## src/rtl/serial_pkg.sv

```systemverilog
// Shared types and line levels for the serial transmit path.
//   tx_state_t  : transmitter FSM states
//   LINE_IDLE   : level of the serial line between frames (also the stop bit)
//   START_LEVEL : level of the start bit
package serial_pkg;

   typedef enum logic [1:0] {
      IDLE  = 2'd0,
      START = 2'd1,
      DATA  = 2'd2,
      STOP  = 2'd3
   } tx_state_t;

   localparam logic LINE_IDLE   = 1'b1;
   localparam logic START_LEVEL = 1'b0;

endpackage

```

## src/rtl/serial_tx_if.sv

```systemverilog
// Word handshake between a producer and the serial transmitter.
//   tx_data  : word to send, sampled only when tx_valid && tx_ready
//   tx_valid : producer has a word on tx_data
//   tx_ready : transmitter can accept a word this cycle
// Modports: master = producer side, slave = transmitter side.
interface serial_tx_if #(
   parameter int unsigned DATA_W = 8
);

   logic [DATA_W-1:0] tx_data;
   logic              tx_valid;
   logic              tx_ready;

   modport master (
      output tx_data,
      output tx_valid,
      input  tx_ready
   );

   modport slave (
      input  tx_data,
      input  tx_valid,
      output tx_ready
   );

endinterface

```

## src/rtl/bit_timer.sv

```systemverilog
// Bit-period divider for the serial transmitter.
//   clk      : rising-edge clock
//   rst      : asynchronous active-high reset
//   run      : count this cycle (frame in progress and enabled)
//   clear    : force the divider back to zero
//   bit_tick : one-cycle pulse in the last clk cycle of each bit period
module bit_timer #(
   parameter int unsigned CLKS_PER_BIT = 4
) (
   input  logic clk,
   input  logic rst,
   input  logic run,
   input  logic clear,
   output logic bit_tick
);

   localparam int unsigned DivW = (CLKS_PER_BIT > 1) ? $clog2(CLKS_PER_BIT) : 1;
   localparam logic [DivW-1:0] DivMax = DivW'(CLKS_PER_BIT - 1);

   logic [DivW-1:0] div_q, div_d;

   // Tick only while running, so a paused divider never ends a bit.
   assign bit_tick = run && (div_q == DivMax);

   always_comb begin
      div_d = div_q;
      if (clear) begin
         div_d = '0;
      end else if (bit_tick) begin
         div_d = '0;
      end else if (run) begin
         div_d = div_q + DivW'(1);
      end
   end

   always_ff @(posedge clk or posedge rst) begin
      if (rst) begin
         div_q <= '0;
      end else begin
         div_q <= div_d;
      end
   end

endmodule

```

## src/rtl/serial_tx.sv

```systemverilog
// Parallel-to-serial transmitter: start bit (low), DATA_W data bits LSB
// first, stop bit (high); each bit held CLKS_PER_BIT cycles on tx_out.
//   clk    : rising-edge clock
//   rst    : asynchronous active-high reset
//   enable : low pauses the block (frame stretched, no accepts)
//   tx_if  : word handshake (slave side)
//   tx_out : registered serial line, idles high
//   busy   : a frame is in progress
module serial_tx
   import serial_pkg::*;
#(
   parameter int unsigned DATA_W       = 8,
   parameter int unsigned CLKS_PER_BIT = 4
) (
   input  logic         clk,
   input  logic         rst,
   input  logic         enable,
   serial_tx_if.slave   tx_if,
   output logic         tx_out,
   output logic         busy
);

   localparam int unsigned CntW = (DATA_W > 1) ? $clog2(DATA_W) : 1;
   localparam logic [CntW-1:0] CntLast = CntW'(DATA_W - 1);

   tx_state_t         state_q, state_d;
   logic [DATA_W-1:0] shift_q, shift_d;
   logic [CntW-1:0]   cnt_q, cnt_d;
   logic              tx_out_q, tx_out_d;
   logic              accept;
   logic              run;
   logic              bit_tick;

   assign tx_if.tx_ready = (state_q == IDLE) && enable;
   assign accept         = tx_if.tx_valid && tx_if.tx_ready;
   assign busy           = (state_q != IDLE);
   assign run            = busy && enable;
   assign tx_out         = tx_out_q;

   bit_timer #(
      .CLKS_PER_BIT (CLKS_PER_BIT)
   ) u_bit_timer (
      .clk      (clk),
      .rst      (rst),
      .run      (run),
      .clear    (accept),
      .bit_tick (bit_tick)
   );

   always_comb begin
      state_d = state_q;
      shift_d = shift_q;
      cnt_d   = cnt_q;
      unique case (state_q)
         IDLE: begin
            if (accept) begin
               state_d = START;
               shift_d = tx_if.tx_data;
               cnt_d   = '0;
            end
         end
         START: begin
            if (bit_tick) state_d = DATA;
         end
         DATA: begin
            if (bit_tick) begin
               if (cnt_q == CntLast) begin
                  state_d = STOP;
               end else begin
                  shift_d = shift_q >> 1;
                  cnt_d   = cnt_q + CntW'(1);
               end
            end
         end
         STOP: begin
            if (bit_tick) state_d = IDLE;
         end
         default: state_d = IDLE;
      endcase
   end

   // Line level is decoded from the next state so it registers together with
   // the state change; the start bit appears the cycle after the accept edge.
   always_comb begin
      tx_out_d = LINE_IDLE;
      unique case (state_d)
         IDLE:    tx_out_d = LINE_IDLE;
         START:   tx_out_d = START_LEVEL;
         DATA:    tx_out_d = shift_d[0];
         STOP:    tx_out_d = LINE_IDLE;
         default: tx_out_d = LINE_IDLE;
      endcase
   end

   always_ff @(posedge clk or posedge rst) begin
      if (rst) begin
         state_q  <= IDLE;
         shift_q  <= '0;
         cnt_q    <= '0;
         tx_out_q <= LINE_IDLE;
      end else begin
         state_q  <= state_d;
         shift_q  <= shift_d;
         cnt_q    <= cnt_d;
         tx_out_q <= tx_out_d;
      end
   end

endmodule

```

## src/flat_wrapper.sv

```systemverilog
// flat-port wrapper written by rule: the top's interface ports become plain ports
module serial_tx_flat import serial_pkg::*;
#(
   parameter int unsigned DATA_W       = 8,
   parameter int unsigned CLKS_PER_BIT = 4
)
  (clk, rst, enable, tx_out, busy, tx_if_tx_data, tx_if_tx_valid, tx_if_tx_ready);
  serial_tx_if #(.DATA_W(DATA_W)) tx_if_i ();
  input  logic clk;
  input  logic rst;
  input  logic enable;
  output logic tx_out;
  output logic busy;
  input wire logic [$bits(tx_if_i.tx_data)-1:0] tx_if_tx_data;
  input wire logic [$bits(tx_if_i.tx_valid)-1:0] tx_if_tx_valid;
  output wire logic [$bits(tx_if_i.tx_ready)-1:0] tx_if_tx_ready;
  assign tx_if_i.tx_data = tx_if_tx_data;
  assign tx_if_i.tx_valid = tx_if_tx_valid;
  assign tx_if_tx_ready = tx_if_i.tx_ready;
  serial_tx #(.DATA_W(DATA_W), .CLKS_PER_BIT(CLKS_PER_BIT)) u_core (.clk(clk), .rst(rst), .enable(enable), .tx_if(tx_if_i), .tx_out(tx_out), .busy(busy));
endmodule
```

## config.mk

```make
export PLATFORM = sky130hd
export DESIGN_NAME = serial_tx_flat
export DESIGN_NICKNAME = d
export VERILOG_FILES = /design/src/rtl/serial_pkg.sv /design/src/rtl/serial_tx_if.sv /design/src/rtl/bit_timer.sv /design/src/rtl/serial_tx.sv /design/src/flat_wrapper.sv
export SDC_FILE = /design/constraint.sdc
export NUM_CORES = 1
export LEC_CHECK = 0
export ABC_AREA = 1
export CORE_MARGIN = 3
export CORE_UTILIZATION = 54
export DETAILED_ROUTE_END_ITERATION = 7
export PLACE_DENSITY = 0.83
export SLEW_MARGIN = 20
export SYNTH_ARGS = -nofsm -noshare
export SYNTH_HDL_FRONTEND = slang
export SYNTH_SLANG_ARGS = --single-unit
```

## constraint.sdc

```tcl
create_clock -name clk -period 4.3 [get_ports clk]
set_input_delay 0.86 -clock clk [delete_from_list [all_inputs] [get_ports clk]]
set_output_delay 0.86 -clock clk [all_outputs]
set_load 0.1 [all_outputs]
```

==> results of run 1 <==
==> worst min-delay path by stage <==
stage | end | cells past startpoint | slack, ns | startpoint
final | u_core.shift_q[6] | 2 | 0.49 | u_core.shift_q[6]
after global routing | u_core.shift_q[6] | 2 | 0.52 | u_core.shift_q[6]
after CTS | u_core.shift_q[6] | 2 | 0.49 | u_core.shift_q[6]
after detailed placement | u_core.shift_q[6] | 2 | 0.47 | u_core.shift_q[6]
after global placement | u_core.shift_q[4] | 2 | 0.46 | u_core.shift_q[4]
after floorplan | u_core.shift_q[3] | 2 | 0.45 | u_core.shift_q[3]
==> through the flow <==
stage                     hold WS (ns)  std cells  power [mW]
after floorplan                  0.452        100       0.522
after global routing             0.522        133       0.757
after global placement           0.464        129       0.587
after detailed placement         0.471        129       0.598
final                            0.494        133       0.689
after CTS                        0.493        133       0.697
==> cell type report <==
class / instances / area share
Inverter: 15 / 0.0573
Tap cell: 15 / 0.0183
Multi-Input combinational cell: 69 / 0.363
Timing Repair Buffer: 14 / 0.134
Clock buffer: 4 / 0.0354
Sequential cell: 16 / 0.391
==> logic make-up (layout without fill, tap and decap cells) <==
logic type                 Yosys count  in the layout  synth area share
and+or+nand+nor                     55             55             0.291
DFF                                 16             16             0.482
buffers and inverters               15             33            0.0706
AOI/OAI and AO/OA                    8              8            0.0706
adders and majority gates            5              5            0.0751
xor gates and xnor gates             1              1            0.0105
==> Yosys cell counts <==
library cell                n
sky130_fd_sc_hd__nand4_2    1
sky130_fd_sc_hd__o22a_1     1
sky130_fd_sc_hd__nand3_2    1
sky130_fd_sc_hd__xor2_1     1
sky130_fd_sc_hd__nor2_1     6
sky130_fd_sc_hd__nor2_2     3
sky130_fd_sc_hd__dfstp_2    1
sky130_fd_sc_hd__nor3_1     1
sky130_fd_sc_hd__a21oi_1    1
sky130_fd_sc_hd__nand3_1    8
sky130_fd_sc_hd__inv_2      1
sky130_fd_sc_hd__o21ai_0    1
sky130_fd_sc_hd__inv_4      1
sky130_fd_sc_hd__ha_1       5
sky130_fd_sc_hd__dfrtp_1   15
sky130_fd_sc_hd__nand2_2    1
sky130_fd_sc_hd__nand2_1   34
sky130_fd_sc_hd__o21a_1     1
sky130_fd_sc_hd__inv_1     13
sky130_fd_sc_hd__a22o_1     2
sky130_fd_sc_hd__o211ai_1   2
==> registers in the layout (all words and copies together), names as in the netlist <==
signal / count
u_core.cnt_q: 3
u_core.shift_q: 8
u_core.state_q: 2
u_core.tx_out: 1
u_core.u_bit_timer.div_q: 2
==> per-layer routing <==
layer  wire (µm)  share of wire  track usage  vias to the layer above
met5           0              0            0                        -
met4           0              0       0.0526                        0
met3          87          0.060       0.0637                        0
met2         668           0.46        0.263                       19
met1         688           0.48        0.245                      296
li1            -              -            -                      355
==> power breakdown <==
part,switching (mW),total [mW],internal [mW]
sequential,0.0367,0.251,0.214
clock,0.0452,0.0967,0.0515
combinational,0.227,0.341,0.114
==> worst register-to-register path, cell delays in order (launching register included) <==
cell	delay, ns
sky130_fd_sc_hd__dfrtp_1	0.38
sky130_fd_sc_hd__ha_1	0.25
sky130_fd_sc_hd__nand3_1	0.19
sky130_fd_sc_hd__nor2_1	0.15
sky130_fd_sc_hd__xor2_1	0.22
sky130_fd_sc_hd__inv_1	0.08
sky130_fd_sc_hd__ha_1	0.27
sky130_fd_sc_hd__inv_1	0.03
sky130_fd_sc_hd__a21oi_1	0.13
==> layout by cell type (no fill, tap or decap) <==
master,n
sky130_fd_sc_hd__a21oi_1,1
sky130_fd_sc_hd__a22o_1,2
sky130_fd_sc_hd__buf_4,1
sky130_fd_sc_hd__clkbuf_4,3
sky130_fd_sc_hd__clkbuf_8,1
sky130_fd_sc_hd__clkdlybuf4s50_1,13
sky130_fd_sc_hd__dfrtp_1,15
sky130_fd_sc_hd__dfstp_2,1
sky130_fd_sc_hd__ha_1,5
sky130_fd_sc_hd__inv_1,13
sky130_fd_sc_hd__inv_2,1
sky130_fd_sc_hd__inv_4,1
sky130_fd_sc_hd__nand2_1,34
sky130_fd_sc_hd__nand2_2,1
sky130_fd_sc_hd__nand3_1,8
sky130_fd_sc_hd__nand3_2,1
sky130_fd_sc_hd__nand4_2,1
sky130_fd_sc_hd__nor2_1,6
sky130_fd_sc_hd__nor2_2,3
sky130_fd_sc_hd__nor3_1,1
sky130_fd_sc_hd__o211ai_1,2
sky130_fd_sc_hd__o21a_1,1
sky130_fd_sc_hd__o21ai_0,1
sky130_fd_sc_hd__o22a_1,1
sky130_fd_sc_hd__xor2_1,1
==> flow_results.org, run 1 <==
** Yosys
- Synthesized area :: 833 µm²
- Sequential area share after synthesis :: 0.482
- Of the post-synthesis cell area, the dominant cell type holds 0.450.
- Synthesis warning total :: 0
- Most area-hungry cell type in the Yosys netlist :: sky130_fd_sc_hd__dfrtp_1
- In this run the mean area of a mapped cell was 8.33 µm².
- Distinct cell type count of the synthesized netlist :: 21
- The number of nets handed over by synthesis was 117.
- Syn Inst Count :: 100
- Synth area leaders :: sky130_fd_sc_hd__dfrtp_1 45%, sky130_fd_sc_hd__nand2_1 15%, sky130_fd_sc_hd__ha_1 7.5%
- After synthesis the netlist holds a flip-flop and latch count of 16.

** Worst setup path
- Max stage delay cell, worst path :: sky130_fd_sc_hd__clkdlybuf4s50_1
- Cell count along the critical path :: 3
- The signal on the critical path passes through inv_1, nand2_1, clkdlybuf4s50_1.
- STA classifies the critical path endpoint as an output pin.
- Worst reg2reg path startpoint :: u_core.u_bit_timer.div_q[0]
- Signal arrival time at the worst endpoint :: 2.02 ns
- Worst Path Required :: 3.44 ns
- Worst Setup Path Type :: reg -> out
- Crit-path max FO :: 4
- Worst path bufs/invs :: 2
- Grouping stages by cell kind, the critical path spends the most delay in buffers and inverters.
- Setup crit start kind :: flop
- Crit. Startpoint :: u_core.state_q[0]
- In this run the critical register-to-register path is captured at u_core.tx_out.
- Following the worst setup path forward leads to its endpoint at busy.
- Count of cells along the worst register-to-register path :: 8
- On the worst path, the slowest cell contributes a delay of 1.14 ns.
- For flop-to-flop paths, the worst setup slack is 2.54 ns.

** Clock tree
- In this run the number of H-tree levels came out at 1.
- Clock-pin slew was measured on the worst setup and hold paths at 0.09 ns.
- Buffers inserted to repair hold after CTS numbered 0.
- Gates resized during post-CTS repair numbered 0.
- TritonCTS built the clock tree.
- Sinks on the clock net :: 16
- Library cell used as clock root buffer :: sky130_fd_sc_hd__clkbuf_4
- Largest buffer count on any clock path :: 2
- Total clock buffers created by CTS :: 3
- Buffers added to address setup during post-CTS repair amount to 0.
- Clock latency reported for the late side of the worst-skew pair :: 0.28 ns

** Finish
- In the final layout, the multi-input gates occupy 373 µm².
- Core utilization of the finished layout :: 0.751
- With fillers left out, the area of the finished cells amounts to 1030 µm².
- Fraction of final layout cells with drive strength greater than 1 :: 0.119
- Count of nets after finishing :: 136
- Sequential cell area in the final layout :: 402 µm²
- Area delta synth->final :: 23.1%
- The repair_antennas step left the layout with diodes totalling 0.
- Fill cells :: 110

** Timing
- Setup repair after global routing left no endpoint under its margin.
- Of the available clock period, the critical path in the final layout requires 0.671.
- Between clock sinks in the finished design, the worst skew comes to 0.00148 ns.
- Setup violations remaining at the end of the flow were counted as 0.
- The number of failing hold endpoints at the final stage came to 0.
- Setup slack closes at 1.42 ns.
- Worst slew slack as a fraction of its limit :: 0.351
- Setup Total Neg Slack :: 0 ns
- The max-slew violation total from the final report is 0.
- Derived from the worst setup path, the maximum achievable clock frequency is 347 MHz.
- For the pin with the worst max-slew slack, the measured transition is 0.971 ns.
- The worst path needs 2.88 ns of the cycle, external delays included.

** Power
- Total power divided by cell area :: 671 nW/µm²
- Maximum VDD drop :: 0.000441 V
- The analysis attributes to cell leakage a power of 0.534 nW.

** Hold path
- Class of the tightest hold or removal check :: reg -> reg

** Placed design
- Port-buffer cells :: 14
- Worst slack after detailed placement :: 1.59 ns
- Placed Instance Area :: 990 µm²
- Once detailed placement completed, the half-perimeter wirelength came to 1120 µm.
- Routability-driven placement finished with a final weighted congestion of 0.765.

** Floorplanning
- Initial standard-cell utilization of the core :: 0.610
- Floorplan Core Area :: 1370 µm²
- Die height :: 45.3 µm
- The floorplan step defined a die boundary enclosing 2050 µm².
- Chip Width :: 45.3 µm
- 15 I/O pins were placed.
- Number of placement rows :: 13

** Detailed routing
- Number of DRC markers in iteration 0 :: 25
- Vias :: 670
- Before antenna repair, the detailed router went through 5 iterations.
- Summed over all layers, the routed wires come to 1440 µm.
- In the routed design, unresolved DRC markers number 0.
- The detail route stage leaves a number of antenna-violating nets equal to 0.
- Using the TritonRoute via totals, the vias-per-cell ratio works out to 5.04.
- Mean routed wirelength per cell :: 10.9 µm

** GRT
- Residual overflow from global routing :: 0
- The first global-routing pass estimated 2600 µm of wire.
- Antenna violations before repair :: 0
- Across every metal layer, demand over resource in global routing totals 0.178.
- The number of global-route vias before repair was 605.
- Entering global routing, the biggest net connects 17 pins.

** Status
- The run finished with clean final reports.

** Run
- Max Cap Viol :: 0
No activity file was read; power rests on OpenSTA's default activity.
==> inputs of run 2 (changes only) <==
- CORE_UTILIZATION: 54 -> 50
- PLACE_DENSITY: 0.83 -> 0.78
- clock period: 4.3 -> 2.9 ns (I/O delays scaled with it)
==> run 2 against run 1 <==
  * Flip-flop and latch count unchanged
  * Clock-buffer cell count unchanged
  * Combinational power increased by 53%
  * Setup slack got worse by 0.61 ns
  * Global-route usage decreased by 0.64 points
  * Utilization decreased by 7.8 points
  * Power increased by 52%
  * Critical path depth increased by 1
  * Non-clock buffer count unchanged
==> flow_results.org, run 2 (synthesis gave the netlist of run 1 again) <==
** GRT
- Largest net degree at the start of global routing :: 17 (unchanged)
- The first-pass GRT wire length is 2600 µm (unchanged).
- Residual overflow from global routing :: 0 (unchanged)
- The global routing usage on met3 is 0.0345 (-0.0293).
- Vias in the first global route :: 590 (-2.5%)
- Grt met2 use :: 0.268 (+0.00558)
- Antenna violations before repair :: 0 (unchanged)
- Met1 track demand over resource in global routing :: 0.226 (-0.0187)
- met2 is the most crowded layer.
- Total Routing Usage GR :: 0.172 (-0.00637)

** Floorplanning
- Number of placement rows :: 14 (+1)
- Floorplan Core Area :: 1540 µm² (+13%)
- The initial core utilization was 0.541 (-0.0693).
- The vertical die dimension came to 46.8 µm (+3.4%).
- The area of the die is 2190 µm² (+6.9%).
- Top-level I/O count :: 15 (unchanged)
- Chip Width :: 46.8 µm (+3.4%)

** Clock tree
- The setup fix buffers added after clock tree synthesis came to 0 (unchanged).
- Number of cells upsized or downsized after cts :: 0 (unchanged)
- Clock tree from TritonCTS :: built
- The total CTS buffers came to 3 (unchanged).
- The clock sink total came to 16 (unchanged).
- The clock slew seen by the registers of the worst setup and hold paths was 0.09 ns (about the same).
- Largest buffer count on any clock path :: 2 (unchanged)
- The clock latency on the worst-skew pair is 0.29 ns (about the same).
- The maximum level of the CTS H-tree came to 1 (unchanged).
- The total of hold buffers inserted after clock tree synthesis was 0 (unchanged).
- The tree is rooted in a sky130_fd_sc_hd__clkbuf_4.

** Finish
- The library cells used most frequently in the layout, excluding fill and tap cells, are 34 x sky130_fd_sc_hd__nand2_1, 15 x sky130_fd_sc_hd__dfrtp_1, 13 x sky130_fd_sc_hd__inv_1.
- Number of antenna cells inserted :: 0 (unchanged)
- Top Registers :: u_core.shift_q x8, u_core.cnt_q x3
- Leaving out fill and tap cells, the most frequent cell in the layout is sky130_fd_sc_hd__nand2_1.
- Fill cells :: 131 (+19%)
- Fraction of final layout cells with drive strength greater than 1 :: 0.144 (+0.0254)
- The register with the most flip-flops in the final layout is u_core.shift_q.
- Final Instance Count excl. Fillers :: 134 (+0.75%)
- The flip-flop count of the largest register after layout was 8 (unchanged).
- Count of nets after finishing :: 136 (unchanged)
- Area delta synth->final :: 24.5%

** Timing
- Hold Violations, Final :: 0 (unchanged)
- The worst setup skew after layout came to 0.00783 ns (+0.00634 ns).
- Setup repair after global routing left no endpoint under its margin.
- The max-slew violation total from the final report is 0 (unchanged).
- The slew at the pin with the worst max-slew slack came to 0.583 ns (-0.388 ns).
- Worst slew slack as a fraction of its limit :: 0.611 (+0.260)
- Max Freq :: 477 MHz
- The sum of negative setup slack was 0 ns (unchanged).
- Shortest period the worst path allows :: 2.10 ns
- Of the available clock period, the critical path in the final layout requires 0.724.
- The count of endpoints failing setup in the final report is 0 (unchanged).

** Placed design
- The count of placed standard cells including taps was 130 (+0.78%).
- The HPWL after detailed placement is 1200 µm (+6.8%).
- Port-buffer cells :: 14 (unchanged)
- The final weighted congestion in routability-driven placement is 0.730 (-4.6%).

** Power
- The power density of the placed cells was 1010 nW/µm² (+51%).
- Reported leakage power :: 0.538 nW (+0.74%)
- The largest voltage drop on the vdd net is 0.000744 V (+69%).

** Worst setup path
- Worst Setup Path Type :: in -> out
- Capturing element type of the critical path :: output pin
- The data arrival time of the critical path came to 1.52 ns (-0.50 ns).
- The data required time of the critical path is 2.32 ns (-1.12 ns).
- STA classifies the critical path startpoint as a primary input.
- The maximum fanout count along the critical path came to 3 (-1).

** Detailed routing
- Detail Route Antenna Nets :: 0 (unchanged)
- The via count is 666 (-0.60%).
- The final routed wirelength across all metal layers was 1570 µm (+8.6%).
- Number of DRC markers in iteration 0 :: 13 (-48%)
- Ratio of routed vias to standard cells :: 4.97 (-1.3%)
- TritonRoute pass-1 iters :: 2 (-3)
- The DRC violations left is 0 (unchanged).
- Mean routed wirelength per cell :: 11.7 µm (+7.8%)

** Run
- Max Cap Viol :: 0 (unchanged)

** Status
- The run finished with clean final reports.

** Hold path
- Class of the tightest hold or removal check :: reg -> reg
==> run 2: final cells by class <==
| class | count | area (µm²) | area share |
|---|---|---|---|
| clock buffers | 4 | 36.3 | 0.0350 |
| inverters | 15 | 58.8 | 0.0567 |
| multi-input cells | 69 | 375 | 0.362 |
| flip-flops and latches | 16 | 402 | 0.387 |
| well taps | 16 | 20.0 | 0.0193 |
| repair buffers | 14 | 145 | 0.140 |
==> run 2: stage by stage <==
step                      hold WS [ns]  setup WS (ns)  utilization  total power [mW]  area (µm²)
final                            0.497          0.802        0.673              1.05        1040
after global routing             0.534          0.756        0.673              1.14        1040
after CTS                        0.494          0.793        0.673              1.06        1040
after detailed placement         0.470          0.692        0.649             0.905        1000
after global placement           0.466          0.744        0.649             0.880        1000
after floorplan                  0.452          0.205            -             0.776         836
==> run 2: report_power, final <==
part           leakage [nW]  internal (mW)  switching, mW
Clock                0.0210         0.0765         0.0756
Combinational         0.316          0.175          0.348
Sequential            0.201          0.318         0.0560
==> run 2: worst max-delay path, cell delays in order <==
cell and delay (ns):
sky130_fd_sc_hd__clkdlybuf4s50_1 0.51, sky130_fd_sc_hd__inv_1 0.08, sky130_fd_sc_hd__nor2_2 0.15, sky130_fd_sc_hd__buf_12 0.19
==> run 2: path summary, 6_finish.rpt <==
kind / end / slack (ns) / from / cells past startpoint
setup / recovery: tx_if_tx_ready / 0.80 / enable / 4
hold / removal: u_core.shift_q[5] / 0.50 / u_core.shift_q[5] / 2
setup reg to reg: u_core.tx_out / 1.14 / u_core.u_bit_timer.div_q[0] / 8
hold reg to reg: u_core.shift_q[5] / 0.50 / u_core.shift_q[5] / 2
max in group asynchronous: u_core.shift_q[2] / 1.87 / rst / 2
min in group asynchronous: u_core.state_q[1] / 0.64 / rst / 2
==> run 2: layer usage <==
layer | vias to the layer above | part of all wire
li1 | 351 | -
met1 | 304 | 0.50
met2 | 7 | 0.45
met3 | 4 | 0.026
met4 | 0 | 0.016
met5 | - | 0
